===== config.mk =====
export PLATFORM = sky130hd
export DESIGN_NAME = conv2d_multi
export DESIGN_NICKNAME = d
export VERILOG_FILES = /design/src/rtl/conv2d_multi.sv
export SDC_FILE = /design/constraint.sdc
export NUM_CORES = 2
export LEC_CHECK = 0
export BUFFER_PORTS_ARGS = -buffer_cell sky130_fd_sc_hd__buf_2
export CORE_MARGIN = 2
export CORE_UTILIZATION = 55
export CTS_CLUSTER_SIZE = 8
export DETAILED_ROUTE_END_ITERATION = 10
export PLACE_DENSITY_LB_ADDON = 0.25
export SYNTH_ARGS = -nofsm -noshare
export SYNTH_HDL_FRONTEND = slang
export SYNTH_SLANG_ARGS = --single-unit
export TNS_END_PERCENT = 50

===== constraint.sdc =====
create_clock -name clk_i -period 12 [get_ports clk_i]
set_clock_uncertainty 0.05 [all_clocks]
set_input_delay 0 -clock clk_i [delete_from_list [all_inputs] [get_ports clk_i]]
set_output_delay 0 -clock clk_i [all_outputs]
set_load 0.03 [all_outputs]

===== src/rtl/conv2d_multi.sv =====
// Streaming KxK convolution with OutChannels kernels sharing one sliding window, output stride and per-channel bias.
// Optional CONV2D_MULTI_RELU_EN clamps negative channel results to zero.
module conv2d_multi #(
   parameter int LineWidthPx = 160,
   parameter int LineCountPx = 120,
   parameter int WidthIn     = 1,
   parameter int WidthOut    = 32,
   parameter int KernelWidth = 3,
   parameter int WeightWidth = 2,
   parameter int OutChannels = 4,
   parameter int Stride      = 1
) (
   input  logic                                                     clk_i,
   input  logic                                                     rst_i,
   input  logic                                                     valid_i,
   output logic                                                     ready_o,
   input  logic [WidthIn-1:0]                                       data_i,
   output logic                                                     valid_o,
   input  logic                                                     ready_i,
   output logic [OutChannels*WidthOut-1:0]                          data_o,
   input  logic [OutChannels*KernelWidth*KernelWidth*WeightWidth-1:0] weights_i,
   input  logic [OutChannels*WidthOut-1:0]                          bias_i
);

   localparam int KernelArea = KernelWidth * KernelWidth;
   localparam int XW = (LineWidthPx > 1) ? $clog2(LineWidthPx) : 1;
   localparam int YW = (LineCountPx > 1) ? $clog2(LineCountPx) : 1;
   localparam int SW = (Stride > 1) ? $clog2(Stride) : 1;

   logic [XW-1:0] r_x;
   logic [YW-1:0] r_y;
   logic [SW-1:0] r_sx;
   logic [SW-1:0] r_sy;
   logic          r_valid;

   logic w_fire;
   logic w_x_last;
   logic w_y_last;
   logic w_x_in;
   logic w_y_in;
   logic w_produce;

   assign ready_o   = ~r_valid | ready_i;
   assign valid_o   = r_valid;
   assign w_fire    = valid_i & ready_o;
   assign w_x_last  = (r_x == XW'(LineWidthPx - 1));
   assign w_y_last  = (r_y == YW'(LineCountPx - 1));
   assign w_x_in    = (r_x >= XW'(KernelWidth - 1));
   assign w_y_in    = (r_y >= YW'(KernelWidth - 1));
   assign w_produce = w_fire & w_x_in & w_y_in & (r_sx == '0) & (r_sy == '0);

   // Stride phases are forced to 0 until the first full window column/row, so
   // x==K-1 and y==K-1 always start at phase 0.
   always_ff @(posedge clk_i) begin
      if (rst_i) begin
         r_x  <= '0;
         r_y  <= '0;
         r_sx <= '0;
         r_sy <= '0;
      end else if (w_fire) begin
         r_x <= w_x_last ? '0 : r_x + XW'(1);
         if (!w_x_in) r_sx <= '0;
         else         r_sx <= (r_sx == SW'(Stride - 1)) ? '0 : r_sx + SW'(1);
         if (w_x_last) begin
            r_y <= w_y_last ? '0 : r_y + YW'(1);
            if (!w_y_in) r_sy <= '0;
            else         r_sy <= (r_sy == SW'(Stride - 1)) ? '0 : r_sy + SW'(1);
         end
      end
   end

   always_ff @(posedge clk_i) begin
      if (rst_i)        r_valid <= 1'b0;
      else if (ready_o) r_valid <= w_produce;
   end

   // Cascaded line delays addressed by the column counter; w_tap[d] is the
   // pixel at the current column d lines ago.
   logic [WidthIn-1:0] r_line [KernelWidth-1][LineWidthPx];
   logic [WidthIn-1:0] w_tap  [KernelWidth];

   always_comb begin
      w_tap[0] = data_i;
      for (int d = 1; d < KernelWidth; d++) w_tap[d] = r_line[d-1][r_x];
   end

   // NOTE: line memories have no reset; stale contents are flushed by the
   // K-1 lines that must arrive before any window is declared valid.
   always_ff @(posedge clk_i) begin
      if (w_fire) begin
         for (int d = 0; d < KernelWidth - 1; d++) r_line[d][r_x] <= w_tap[d];
      end
   end

   logic [WidthIn-1:0] r_win [KernelWidth][KernelWidth];

   // NOTE: all state updates use non-blocking assignments so every register
   // samples pre-edge values regardless of statement order.
   always_ff @(posedge clk_i) begin
      if (rst_i) begin
         for (int r = 0; r < KernelWidth; r++)
            for (int c = 0; c < KernelWidth; c++) r_win[r][c] <= '0;
      end else if (w_fire) begin
         for (int r = 0; r < KernelWidth; r++) begin
            for (int c = 0; c < KernelWidth - 1; c++) r_win[r][c] <= r_win[r][c+1];
            r_win[r][KernelWidth-1] <= w_tap[KernelWidth-1-r];
         end
      end
   end

   function automatic logic signed [WidthOut-1:0] f_term(
      input logic signed [WeightWidth-1:0] w,
      input logic        [WidthIn-1:0]     p
   );
      logic signed [WidthOut-1:0] v_w;
      logic signed [WidthOut-1:0] v_p;
      v_w = WidthOut'(w);
      v_p = WidthOut'(p);
      if (WidthIn == 1) return (p != '0) ? v_w : '0;
      return v_w * v_p;
   endfunction

   logic signed [WidthOut-1:0] w_acc [OutChannels];

   // NOTE: the accumulator is assigned before any read in every pass, so no
   // latch can be inferred.
   always_comb begin : p_mac
      logic signed [WidthOut-1:0] v_acc;
      for (int n = 0; n < OutChannels; n++) begin
         v_acc = bias_i[n*WidthOut +: WidthOut];
         for (int r = 0; r < KernelWidth; r++)
            for (int c = 0; c < KernelWidth; c++)
               v_acc = v_acc + f_term(
                  weights_i[(n*KernelArea + r*KernelWidth + c)*WeightWidth +: WeightWidth],
                  r_win[r][c]);
         w_acc[n] = v_acc;
      end
   end

   for (genvar n = 0; n < OutChannels; n++) begin : g_out
`ifdef CONV2D_MULTI_RELU_EN
      assign data_o[n*WidthOut +: WidthOut] = w_acc[n][WidthOut-1] ? '0 : w_acc[n];
`else
      assign data_o[n*WidthOut +: WidthOut] = w_acc[n];
`endif
   end

endmodule


# --- After elaboration in Yosys (flattened, before gate mapping) ---
# Memory sizes are Yosys's and may differ from the RTL's.
# Cells that the tools add are included.
op_classes:
  add_sub_neg: 40
  order_cmp: 4
  n_eq_ne: 2
  muxes: 65
  n_bitwise: 19
  n_reduce_logical: 2
ops:
  columns: ["op", "count"]
  rows:
  - ["$add A32 B32 Y32", 36]
  - ["$mux W32", 36]
  - ["$mux W160", 1]
  - ["$mux W1", 23]
  - ["$bmux W1 S8", 2]
  - ["$or A1 B1 Y1", 10]
  - ["$ge A9 B9 Y1 const B", 1]
  - ["$lt A9 B1 Y1 const B", 1]
  - ["$not A8 Y9", 1]
  - ["$add A8 B1 Y8 const B", 1]
  - ["$demux W1 S8", 1]
  - ["$eq A8 B8 Y1 const B", 1]
  - ["$ge A8 B2 Y1 const B", 1]
  - ["$mux W8", 1]
  - ["$add A7 B1 Y7 const B", 1]
  - ["$eq A7 B7 Y1 const B", 1]
  - ["$ge A7 B2 Y1 const B", 1]
  - ["$mux W7", 1]
  - ["$and A1 B1 Y1", 5]
  - ["$not A1 Y1", 3]
  - ["$add A1 B1 Y1 const B", 2]
  - ["$reduce_and A2 Y1", 1]
  - ["$logic_and A1 B1 Y1", 1]
totals:
  register_bits: 18
  ram_bits: 329
  in_bits: 205
  output_inout_bits: 130
  word_cells: 139
  n_memories: 2
memory_table:
  columns: ["name", "words", "word_bits", "rd", "rd_ports_with_merged_regs", "wr", "line_no", "source"]
  rows:
  - ["r_line", 2, 160, 2, 0, 2, "79", "logic [WidthIn-1:0] r_line [KernelWidth-1][LineWidthPx];"]
  - ["r_win", 3, 3, 3, 0, 3, "95", "logic [WidthIn-1:0] r_win [KernelWidth][KernelWidth];"]

# --- Depth between registers and ports, before layout ---
# An unclocked memory read counts as a cell.
depth:
  word_depth: 11
  mapped_depth: 24

# --- Least setup slack after synthesis ---
# OpenSTA, ideal clock, no wires.
synth_timing:
  kind: "reg-to-reg"
  from: "register r_x[1]"
  to: "memory r_line[0][160] (netlist bit), data pin"
  setup_time_ns: 1.070
  t_arrival_ns: 6.169
  path_slack_ns: 4.711
  stages_incl_launch_ff: 9
  period_less_slack_ns: 7.289
  cell_sequence: "dfxtp_1 > clkbuf_1 > clkbuf_1 > mux4_2 > mux4_2 > mux2i_1 > o21ai_1 > mux2i_1 > o2111ai_1"
synth_lines:
  columns: ["item", "line_no", "source"]
  rows:
  - ["start: declaration", "30", "logic [XW-1:0] r_x;"]
  - ["start signal: assignment", "61", "r_x <= w_x_last ? '0 : r_x + XW'(1);"]
  - ["end: declaration", "79", null]

==> results by group <==
Clock tree
  • Max clock buf depth: 3
  • CTS buffer count: just under 50
  • CTS clk-pin slew, worst paths: 0.05 ns
  • # H-tree levels: 2
  • Post-CTS Setup Inserts: 0
  • Skew-Pair Late Insertion Delay: ~0.54 ns
  • Sink Count: 345
  • TritonCTS clock tree: yes
  • Root buf cell: clkbuf_16

Timing
  • # setup viols final: 0
  • Worst-margin pin slew: between 1 and 1.5 ns
  • Final hold violations: 0
  • Hold slack: around 0.069 ns
  • Setup TNS: 0 ns
  • Fmax: 124 MHz
  • RSZ-0062 raised after global routing: no
  • Final period utilization: 67.2%
  • Worst slew margin: 23.9%
  • Post-route setup slack: 3.94 ns
  • Fin. max-slew vios: 0
  • Fin crit period: 8.06 ns

Synthesis
  • Compound-Gate Fraction of Synth Area: 7.94%
  • Cells after synthesis: 3335
  • Cell taking the most area after synthesis: fa_1
  • Share of the synthesized area in the top cell type: between 20% and 30%
  • Synth Area in XOR/XNOR: 6.16%
  • #FFs+latches synth: 345
  • Simple-gate share of the synthesized area: 7.67%
  • Yosys cell types: 68
  • Sequential area share after synthesis: roughly 28%
  • Main combinational cell family by area after synthesis: adder cells
  • Synth Area in Adders: 34.6%
  • Area of the mapped netlist: 36200 µm²
  • Yosys warnings: 0
  • Post-Syn Area per Cell: 10.9 µm²
  • Syn Nets: 4237
  • Async SR Flop Fraction: 0%
  • Top FF cell, synth: edfxtp_1
  • Synth top area cells: fa_1 (28%), edfxtp_1 (27%), inv_1 (7.9%), ha_1 (6.6%), mux4_2 (6.3%)
  • Post-synth EDFFs: 329
  • Mux cell area share after synthesis: 6.53%

Place
  • Post-detail-place hpwl: 66200 µm
  • Worst slack, placed: ~4.6 ns
  • IO Port Bufs: 334
  • Gpl congestion: 0.917

Worst setup path
  • Critical path launch point type: flip-flop
  • Worst Path Max Fanout: 18
  • CP endpoint kind: output port
  • CP Data Arrival Time: 8.01 ns
  • WP data required: 11.95 ns
  • Worst setup path class: flip-flop to output port

Global routing
  • First-pass GRT wire length: about 140000 µm
  • Largest net degree at the start of global routing: 115
  • Total gr overflow: 0
  • Vias in the first global route: ~25000
  • GRT Overall Usage: around 26%
  • Initial antenna violation count: 16

Die
  • DIE WIDTH: around 260 µm
  • Placeable Area: around 66000 µm²
  • Die Y: approximately 260 µm
  • FP Rows: 94
  • Die Area: 68000 µm²
  • IO Pins: about 340
  • Initial core utilization: between 50% and 60%

Detailed routing
  • # DRC: 0
  • Via count: about 25000
  • Final WL: 86400 µm
  • Wirelength per Cell: 18.9 µm
  • First drt pass iteration count: 5
  • Initial DRC Count: 1669
  • Vias/cell: 5.45
  • Final ANT Viol Nets: 0

Job
  • Max-Cap Viols: 0

Final layout
  • Share of cells above drive strength 1: 14.9%
  • Synthesis-to-finish area growth: 11.4%
  • Most frequent cells in the layout: inv_1 (767), fa_1 (501), buf_2 (333)
  • Commonest non-fill, non-tap cell in the layout: inv_1
  • Core Util, Final: about three fifths
  • Nets: 4561
  • Fillers: 5318

Worst hold path
  • Min-delay worst type: input pin to flip-flop

Status
  • Status: completed
path summary, 6_finish.rpt:
| check | slack [ns] | endpoint | startpoint | cells after the start |
|---|---|---|---|---|
| worst max-delay path | 3.94 | data_o[95] | r_win[0][0] | 22 |
| worst min-delay path | 0.07 | r_line[0][69] | data_i | 1 |
| worst max register to register | 7.72 | r_line[0][161] | r_x[1] | 7 |
| worst min register to register | 0.43 | r_y[6] | r_y[6] | 2 |
layout make-up:
class / instances / area, µm² / share of cell area [%]
timing repair buffer: 367 / 1930 / 4.78
multi-input combinational: 2129 / 22900 / 56.7
clock buffer: 68 / 1320 / 3.27
antenna: 22 / 55.1 / 0.136
clock inverter: 2 / 25.0 / 0.0620
inverter: 767 / 2880 / 7.13
tap: 864 / 1080 / 2.68
sequential: 345 / 10200 / 25.3
state kept, by name, indices dropped and copies added (netlist names):
name and flops:
r_line 320, r_win 9, r_x 8, r_y 7
valid_o 1
cell usage after synthesis (5+ instances only):
library cell / instances
inv_1: 767
fa_1: 507
edfxtp_1: 329
nor2_1: 252
xnor2_1: 223
a21oi_1: 201
ha_1: 190
nand2_1: 129
mux4_2: 102
clkbuf_1: 71
o21ai_0: 63
a21o_1: 55
nand3_1: 44
and2_1: 33
xor2_1: 32
nor3_1: 27
nor2b_1: 25
o21a_1: 23
a31oi_1: 22
o21bai_1: 18
and3_1: 16
dfxtp_1: 16
nand2b_1: 16
a211oi_1: 14
o211ai_1: 12
buf_1: 11
nand4_1: 10
or3_1: 10
buf_2: 9
mux2i_1: 6
nand3b_1: 6
o31ai_1: 6
or2_2: 6
a211o_1: 5
and4_1: 5
nor4_1: 5
o211a_1: 5
metal layers:
| layer | global-route usage (%) | vias to the layer above | part of all wire, % |
|---|---|---|---|
| li1 | - | 11516 | - |
| met1 | 34.6 | 12453 | 41 |
| met2 | 44.0 | 714 | 50 |
| met3 | 3.00 | 173 | 5.7 |
| met4 | 8.24 | 10 | 3.6 |
| met5 | 0 | - | 0.073 |
repair_timing:
action,4_1_cts,5_1_grt
hold buffers,3,0
endpoints found under the hold margin,13,0
resized for setup,0,0
stage by stage:
step	instances	area (µm²)
2_1_floorplan	3335	36200
3_3_place_gp	4469	38900
3_5_place_dp	4469	38900
4_1_cts	4542	40300
5_1_grt	4548	40300
6_report	4564	40400
worst max-delay path, stage by stage (launching register included):
cell and delay, ns:
edfxtp_1 0.67, nand2_1 0.17, fa_1 0.62, inv_1 0.08
fa_1 0.65, inv_1 0.32, buf_4 0.35, fa_1 0.51
inv_1 0.05, fa_1 0.50, inv_1 0.05, fa_1 0.50
inv_1 0.04, ha_1 0.34, a21o_1 0.20, a21o_1 0.19
a2111oi_0 0.67, o2111ai_1 0.18, or3_1 0.43, a221oi_1 0.38
o31ai_1 0.16, xnor2_1 0.16, buf_2 0.21
cell families (layout without fill, tap and decap cells):
| kind of cell | Yosys count | count (layout) |
|---|---|---|
| AOI/OAI and AO/OA | 467 | 467 |
| xor gates and xnor gates | 255 | 255 |
| adders and majority gates | 697 | 697 |
| buffers and inverters | 861 | 1204 |
| DFF | 345 | 345 |
| muxes | 109 | 109 |
| other | 0 | 22 |
| and+or+nand+nor | 601 | 601 |
Power is left out: the tool's default activity adds up to more than one toggle a clock period on the data nets, which glitch-free logic cannot reach.
